[config.mk]
export PLATFORM = sky130hd
export DESIGN_NAME = multicycle_controller_flat
export DESIGN_NICKNAME = d
export VERILOG_FILES = /design/src/rtl/multicycle_controller_if.sv /design/src/rtl/multicycle_controller.sv /design/src/flat_wrapper.sv
export SDC_FILE = /design/constraint.sdc
export NUM_CORES = 1
export LEC_CHECK = 0
export CORE_ASPECT_RATIO = 1.25
export CORE_MARGIN = 1
export CORE_UTILIZATION = 39
export CTS_CLUSTER_DIAMETER = 200
export DETAILED_ROUTE_END_ITERATION = 8
export PLACE_DENSITY = 0.78
export SLEW_MARGIN = 40
export SYNTH_ARGS = -nofsm -noshare
export SYNTH_HDL_FRONTEND = slang
export SYNTH_SLANG_ARGS = --single-unit
export TNS_END_PERCENT = 10
[constraint.sdc]
create_clock -name clk -period 3.07 [get_ports clk]
set_input_delay 0.7675 -clock clk [delete_from_list [all_inputs] [get_ports clk]]
set_output_delay 0.7675 -clock clk [all_outputs]
set_load 0.005 [all_outputs]
[src/rtl/multicycle_controller_if.sv]
// multicycle_controller_if: controller <-> datapath bundle (instruction, flags, selects, enables, strobes).
interface multicycle_controller_if #(parameter int WIDTH = 16, parameter int PSRL = 5);
  logic [WIDTH-1:0] INSTR;
  logic [PSRL-1:0] PSR_OUT;
  logic PC_S;
  logic MEM_S;
  logic [1:0] WD_S;
  logic [1:0] ALUA_S;
  logic [1:0] ALUB_S;
  logic INSTR_EN;
  logic ALU_OUT_EN;
  logic MEM_REG_EN;
  logic PC_EN;
  logic PSR_EN;
  logic SE_SIGN;
  logic REG_WR;
  logic MEM_WE;
  logic HALTED;
  modport master (
    input INSTR, PSR_OUT,
    output PC_S, MEM_S, WD_S, ALUA_S, ALUB_S, INSTR_EN, ALU_OUT_EN, MEM_REG_EN,
           PC_EN, PSR_EN, SE_SIGN, REG_WR, MEM_WE, HALTED
  );
  modport slave (
    output INSTR, PSR_OUT,
    input PC_S, MEM_S, WD_S, ALUA_S, ALUB_S, INSTR_EN, ALU_OUT_EN, MEM_REG_EN,
          PC_EN, PSR_EN, SE_SIGN, REG_WR, MEM_WE, HALTED
  );
endinterface

[src/rtl/multicycle_controller.sv]
// multicycle_controller: fetch/decode/execute/memory/writeback sequencer for the 16-bit datapath.
// Optional `CTRL_HALT_EN: illegal encodings park the FSM in HALT until reset.
module multicycle_controller #(
  parameter int WIDTH = 16,
  parameter int PSRL = 5,
  parameter int MEM_LAT = 1
) (
  input logic clk,
  input logic reset,
  multicycle_controller_if.master bus
);
`ifdef CTRL_HALT_EN
  typedef enum logic [3:0] {FETCH, FETCH_LD, DECODE, EXEC_R, EXEC_I, WB, MEM_RD, MEM_WB, MEM_WR,
                            BRANCH, JUMP, HALT} state_t;
  localparam state_t ILLEGAL = HALT;
`else
  typedef enum logic [3:0] {FETCH, FETCH_LD, DECODE, EXEC_R, EXEC_I, WB, MEM_RD, MEM_WB, MEM_WR,
                            BRANCH, JUMP} state_t;
  localparam state_t ILLEGAL = FETCH;
`endif
  localparam logic [2:0] LAT_TC = 3'(MEM_LAT - 1);
  state_t state, state_n;
  logic [2:0] cnt;
  logic [3:0] op, cond, ext, alu_sel;
  logic r_ok, i_ok, is_ld, is_st, is_j, is_b, sets_psr, is_cmp, se, taken;
  logic n, z, f, l, c;
  logic [15:0] conds;
  logic [1:0] wb_sel;
  logic unused_bits;
  function automatic logic alu_code(input logic [3:0] x);
    return x inside {4'b0101, 4'b1001, 4'b1011, 4'b0001, 4'b0010, 4'b0011, 4'b1101};
  endfunction
  assign op = bus.INSTR[WIDTH-1 -: 4];
  assign cond = bus.INSTR[WIDTH-5 -: 4];
  assign ext = bus.INSTR[7:4];
  assign unused_bits = ^bus.INSTR[3:0];
  assign r_ok = op == 4'b0000 && alu_code(ext);
  assign i_ok = op != 4'b0000 && alu_code(op);
  assign is_ld = op == 4'b0100 && ext == 4'b0000;
  assign is_st = op == 4'b0100 && ext == 4'b0100;
  assign is_j = op == 4'b0100 && ext == 4'b1100;
  assign is_b = op == 4'b1100;
  assign alu_sel = op == 4'b0000 ? ext : op;
  assign sets_psr = alu_sel inside {4'b0101, 4'b1001, 4'b1011};
  assign is_cmp = alu_sel == 4'b1011;
  assign se = i_ok && sets_psr;
  assign wb_sel = op == 4'b1101 ? 2'b00 : (op == 4'b0000 && ext == 4'b1101) ? 2'b01 : 2'b11;
  assign {n, z, f, l, c} = {bus.PSR_OUT[PSRL-1], bus.PSR_OUT[3:0]};
  // One bit per condition code, indexed directly by cond (EQ at bit 0, never at bit 15)
  assign conds = {1'b0, 1'b1, n | z, !n & !z, l | z, !l & !z, !f, f, !n, n, !l, l, !c, c, !z, z};
  assign taken = conds[cond];
  always_ff @(posedge clk or negedge reset) begin
    if (!reset) begin
      state <= FETCH;
      cnt <= '0;
    end else begin
      state <= state_n;
      cnt <= (state_n != state || !(state inside {FETCH, MEM_RD})) ? '0 : cnt + 3'd1;
    end
  end
  always_comb begin
    state_n = FETCH;
    case (state)
      FETCH: state_n = cnt == LAT_TC ? FETCH_LD : FETCH;
      FETCH_LD: state_n = DECODE;
      DECODE: state_n = r_ok ? EXEC_R : i_ok ? EXEC_I : is_ld ? MEM_RD : is_st ? MEM_WR :
                        is_j ? JUMP : is_b ? BRANCH : ILLEGAL;
      EXEC_R, EXEC_I: state_n = is_cmp ? FETCH : WB;
      MEM_RD: state_n = cnt == LAT_TC ? MEM_WB : MEM_RD;
`ifdef CTRL_HALT_EN
      HALT: state_n = HALT;
`endif
      default: state_n = FETCH;
    endcase
  end
  always_comb begin
    bus.PC_S = 1'b0;
    bus.MEM_S = 1'b1;
    bus.WD_S = 2'b00;
    bus.ALUA_S = 2'b00;
    bus.ALUB_S = 2'b00;
    bus.INSTR_EN = 1'b0;
    bus.ALU_OUT_EN = 1'b0;
    bus.MEM_REG_EN = 1'b0;
    bus.PC_EN = 1'b0;
    bus.PSR_EN = 1'b0;
    bus.SE_SIGN = 1'b0;
    bus.REG_WR = 1'b0;
    bus.MEM_WE = 1'b0;
    bus.HALTED = 1'b0;
    case (state)
      FETCH_LD: begin
        bus.INSTR_EN = 1'b1;
        bus.PC_EN = 1'b1;
        bus.PC_S = 1'b1;
        bus.ALUA_S = 2'b01;
        bus.ALUB_S = 2'b10;
      end
      DECODE: bus.SE_SIGN = se;
      EXEC_R: begin
        bus.ALU_OUT_EN = 1'b1;
        bus.PSR_EN = sets_psr;
      end
      EXEC_I: begin
        bus.ALUA_S = 2'b10;
        bus.ALUB_S = 2'b01;
        bus.ALU_OUT_EN = 1'b1;
        bus.PSR_EN = sets_psr;
        bus.SE_SIGN = se;
      end
      WB: begin
        bus.REG_WR = 1'b1;
        bus.WD_S = wb_sel;
        bus.SE_SIGN = se;
      end
      MEM_RD: bus.MEM_S = 1'b0;
      MEM_WB: begin
        bus.MEM_S = 1'b0;
        bus.MEM_REG_EN = 1'b1;
        bus.REG_WR = 1'b1;
        bus.WD_S = 2'b10;
      end
      MEM_WR: begin
        bus.MEM_S = 1'b0;
        bus.MEM_WE = 1'b1;
      end
      BRANCH: begin
        bus.ALUA_S = taken ? 2'b01 : 2'b00;
        bus.ALUB_S = taken ? 2'b01 : 2'b00;
        bus.SE_SIGN = taken;
        bus.PC_S = taken;
        bus.PC_EN = taken;
      end
      JUMP: bus.PC_EN = taken;
`ifdef CTRL_HALT_EN
      HALT: bus.HALTED = 1'b1;
`endif
      default: ;
    endcase
  end
endmodule
[src/flat_wrapper.sv]
// flat-port wrapper written by rule: the top's interface ports become plain ports
module multicycle_controller_flat 
#(
  parameter int WIDTH = 16,
  parameter int PSRL = 5,
  parameter int MEM_LAT = 1
)
  (clk, reset, bus_INSTR, bus_PSR_OUT, bus_PC_S, bus_MEM_S, bus_WD_S, bus_ALUA_S, bus_ALUB_S, bus_INSTR_EN, bus_ALU_OUT_EN, bus_MEM_REG_EN, bus_PC_EN, bus_PSR_EN, bus_SE_SIGN, bus_REG_WR, bus_MEM_WE, bus_HALTED);
  multicycle_controller_if #(.WIDTH(WIDTH), .PSRL(PSRL)) bus_i ();
  input logic clk;
  input logic reset;
  input wire logic [$bits(bus_i.INSTR)-1:0] bus_INSTR;
  input wire logic [$bits(bus_i.PSR_OUT)-1:0] bus_PSR_OUT;
  output wire logic [$bits(bus_i.PC_S)-1:0] bus_PC_S;
  output wire logic [$bits(bus_i.MEM_S)-1:0] bus_MEM_S;
  output wire logic [$bits(bus_i.WD_S)-1:0] bus_WD_S;
  output wire logic [$bits(bus_i.ALUA_S)-1:0] bus_ALUA_S;
  output wire logic [$bits(bus_i.ALUB_S)-1:0] bus_ALUB_S;
  output wire logic [$bits(bus_i.INSTR_EN)-1:0] bus_INSTR_EN;
  output wire logic [$bits(bus_i.ALU_OUT_EN)-1:0] bus_ALU_OUT_EN;
  output wire logic [$bits(bus_i.MEM_REG_EN)-1:0] bus_MEM_REG_EN;
  output wire logic [$bits(bus_i.PC_EN)-1:0] bus_PC_EN;
  output wire logic [$bits(bus_i.PSR_EN)-1:0] bus_PSR_EN;
  output wire logic [$bits(bus_i.SE_SIGN)-1:0] bus_SE_SIGN;
  output wire logic [$bits(bus_i.REG_WR)-1:0] bus_REG_WR;
  output wire logic [$bits(bus_i.MEM_WE)-1:0] bus_MEM_WE;
  output wire logic [$bits(bus_i.HALTED)-1:0] bus_HALTED;
  assign bus_i.INSTR = bus_INSTR;
  assign bus_i.PSR_OUT = bus_PSR_OUT;
  assign bus_PC_S = bus_i.PC_S;
  assign bus_MEM_S = bus_i.MEM_S;
  assign bus_WD_S = bus_i.WD_S;
  assign bus_ALUA_S = bus_i.ALUA_S;
  assign bus_ALUB_S = bus_i.ALUB_S;
  assign bus_INSTR_EN = bus_i.INSTR_EN;
  assign bus_ALU_OUT_EN = bus_i.ALU_OUT_EN;
  assign bus_MEM_REG_EN = bus_i.MEM_REG_EN;
  assign bus_PC_EN = bus_i.PC_EN;
  assign bus_PSR_EN = bus_i.PSR_EN;
  assign bus_SE_SIGN = bus_i.SE_SIGN;
  assign bus_REG_WR = bus_i.REG_WR;
  assign bus_MEM_WE = bus_i.MEM_WE;
  assign bus_HALTED = bus_i.HALTED;
  multicycle_controller #(.WIDTH(WIDTH), .PSRL(PSRL), .MEM_LAT(MEM_LAT)) u_core (.clk(clk), .reset(reset), .bus(bus_i));
endmodule
==> metrics.yaml <==
yosys:
  synth-simple-area-share: 0.353
  synth_edf_count: 0
  ys_seq_area_frac: 0.219
  synth_top_family_by_area: "simple AND/OR/NAND/NOR gates"
  synth.net_count: 133
  synth_xor_area_frac: 0.0423
  synthArstFlopShare: 1.00
  ys_warn_count: 0
  synth_seq_cells: 7
  synth_mux_area_frac: 0.0125
  synth.largest_area_cell: "dfrtp_1"
  synth_top_area_share: 0.219
  synth-compound-area-share: 0.259
  syn_area_um2: 798
  postSynthAreaPerCell_um2: 7.39
  ys.flop_type: "dfrtp_1"
  yosysUniqueCellTypes: 41
  syn_inst: 108
  synth_area_leaders: "dfrtp_1, nor2_1, nand2b_1, a21oi_1, nor2b_1"
  synthAdderAreaFrac: 0.0313
clocking:
  cts_buffers: 3
  root_buffer: "clkbuf_4"
  cts_tree: "built"
  ctsHtreeMaxLevel: 1
  clk_pin_slew_worst_paths_ns: 0.06
  cts.sinks: 7
  clk_latency_ns: 0.26
  clock_path_buffers: 2
min_path:
  hold_path.class: "register to register"
sta:
  period_share: 0.995
  hold_violations: 0
  skew_ns: 0.00815
  period_minus_slack_ns: 3.05
  max_freq_mhz: 327
  final.setup.tns_ns: 0
  rsz0062_at_grt: "yes"
  drv_slew: 0
  whs_ns: 0.457
  setup_violations: 0
die:
  die_area_um2: 2230
  rows: 17
  start_util: 0.431
  dieHeight_um: 52.6
  ios: 40
  die_x_um: 42.5
  core_area_um2: 1850
power_and_ir_drop:
  power.total_mw: 0.633
  vdd_ir_drop_max_v: 0.000269
  power_leakage_nw: 0.625
  power_density_nw_per_um2: 493
place:
  hpwlAfterDp_um: 1830
  port_buffers: 34
  gp_congestion: 0.789
  placed_area_um2: 1250
detailed_routing:
  via_count: 952
  drt_pass1_iterations: 4
  wl_per_cell_um: 13.8
  vias_per_cell: 5.47
  drt.antenna.violating_nets: 0
  drc: 0
  routed_wirelength_um: 2400
  drt_iter0_drc: 14
critical_path:
  critPathCaptureType: "primary output"
  crit_required_ns: 2.30
  crit_slowest_cell: "a311oi_2"
  critPathMaxStageDelay_ns: 0.33
  cp-start-kind: "input pin"
  critical_path_class: "input pin to primary output"
  worstPathCellList: "dlygate4sd2_1 -> nand2b_1 -> a21o_1 -> a311oi_2 -> xnor2_2 -> buf_4 -> a221oi_2 -> buf_2"
  critPathMaxFanout: 3
  crit_arrival_ns: 2.29
grt:
  grt.overflow.total: 0
  grt_pass1_vias: 950
  grt_util_all_layers: 0.231
  grt_pass1_wl_um: 3910
  antenna_found_initial: 0
  grt_max_degree: 16
layout:
  drive_above_1_share: 0.277
  final_cell_mix: "buf_4, clkdlybuf4s50_1, nor2_1"
  layout.nets: 181
  final_area_um2: 1280
  final_common_cell: "buf_4"
  fin_util: 0.694
  area_growth_pct: 60.8
  antennaDiodeCount: 0
  fillers: 159
status:
  status: "completed"
run:
  cap_violations: 0
-- per-layer routing --
| metal | up-vias | wire length (um) | track usage | share of wire |
|---|---|---|---|---|
| met2 | 26 | 1360 | 0.444 | 0.57 |
| li1 | 478 | - | - | - |
| met1 | 442 | 935 | 0.244 | 0.39 |
| met5 | - | 0 | 0 | 0 |
| met3 | 6 | 59 | 0.0241 | 0.025 |
| met4 | 0 | 40 | 0.120 | 0.017 |
-- cells in the mapped netlist (all sizes together), types with 3 or more instances --
master and count:
a21oi 7, buf 3, clkbuf 5, dfrtp 7, inv 7, nand2 4, nand2b 6, nor2 13
nor2b 5, nor3 6, nor4 3, o21ai 4, or3b 3
-- stage by stage --
| step | setup slack, ns | instances |
|---|---|---|
| after floorplan | 0.381 | 108 |
| after global placement | -0.614 | 169 |
| after detailed placement | -0.670 | 169 |
| after CTS | -0.0238 | 174 |
| after global routing | -0.0598 | 174 |
| final | 0.0160 | 174 |
-- path summary, 6_finish.rpt --
path	from	end	slack, ns	cells after the start
setup reg to reg	u_core.state[3]$_DFF_PN0_	u_core.state[3]$_DFF_PN0_	1.39	3
hold / removal	u_core.cnt[0]$_DFF_PN0_	u_core.cnt[0]$_DFF_PN0_	0.46	1
max in group asynchronous	reset	u_core.cnt[2]$_DFF_PN0_	2.06	1
hold reg to reg	u_core.cnt[0]$_DFF_PN0_	u_core.cnt[0]$_DFF_PN0_	0.46	1
min in group asynchronous	reset	u_core.state[1]$_DFF_PN0_	0.76	1
setup / recovery	bus_PSR_OUT[1]	bus_PC_EN	0.02	8
-- kinds of logic after synthesis --
| logic type | Yosys count |
|---|---|
| XOR/XNOR | 3 |
| adder cells (fa/ha/maj) | 2 |
| flip-flops | 7 |
| AO/OA/AOI/OAI | 28 |
| other | 1 |
| AND/OR/NAND/NOR | 51 |
| multiplexers | 1 |
| buffers and inverters | 15 |
-- layout make-up --
| cell class | count | area [um2] | share of cell area |
|---|---|---|---|
| well taps | 19 | 23.8 | 0.0185 |
| multi-input cells | 86 | 606 | 0.472 |
| clock buffers | 4 | 26.3 | 0.0205 |
| inverters | 7 | 26.3 | 0.0205 |
| flip-flops and latches | 7 | 175 | 0.136 |
| repair buffers | 51 | 427 | 0.332 |
-- worst max-delay path: cells and delay by family --
family / cells / cell delay (ns)
simple gates: 1 / 0.15
xor+xnor: 1 / 0.12
compound gates: 3 / 0.71
buf+inv: 3 / 0.54
-- what timing repair did --
action / in CTS / in global routing
setup buffers: 1 / 0
resized for setup: 43 / 9
hold buffers: 0 / 0
endpoints found under the setup margin: 7 / 7
pin swaps: 11 / 4
-- registers in the layout, indices dropped and copies added, names as in the netlist --
register      flops
u_core.cnt        3
u_core.state      4
-- power breakdown --
group          internal [mW]  switching [mW]  total, mW
registers              0.111          0.0487      0.160
clock network         0.0497          0.0364     0.0861
logic                  0.218           0.169      0.387
No activity file was read; power rests on OpenSTA's default activity.
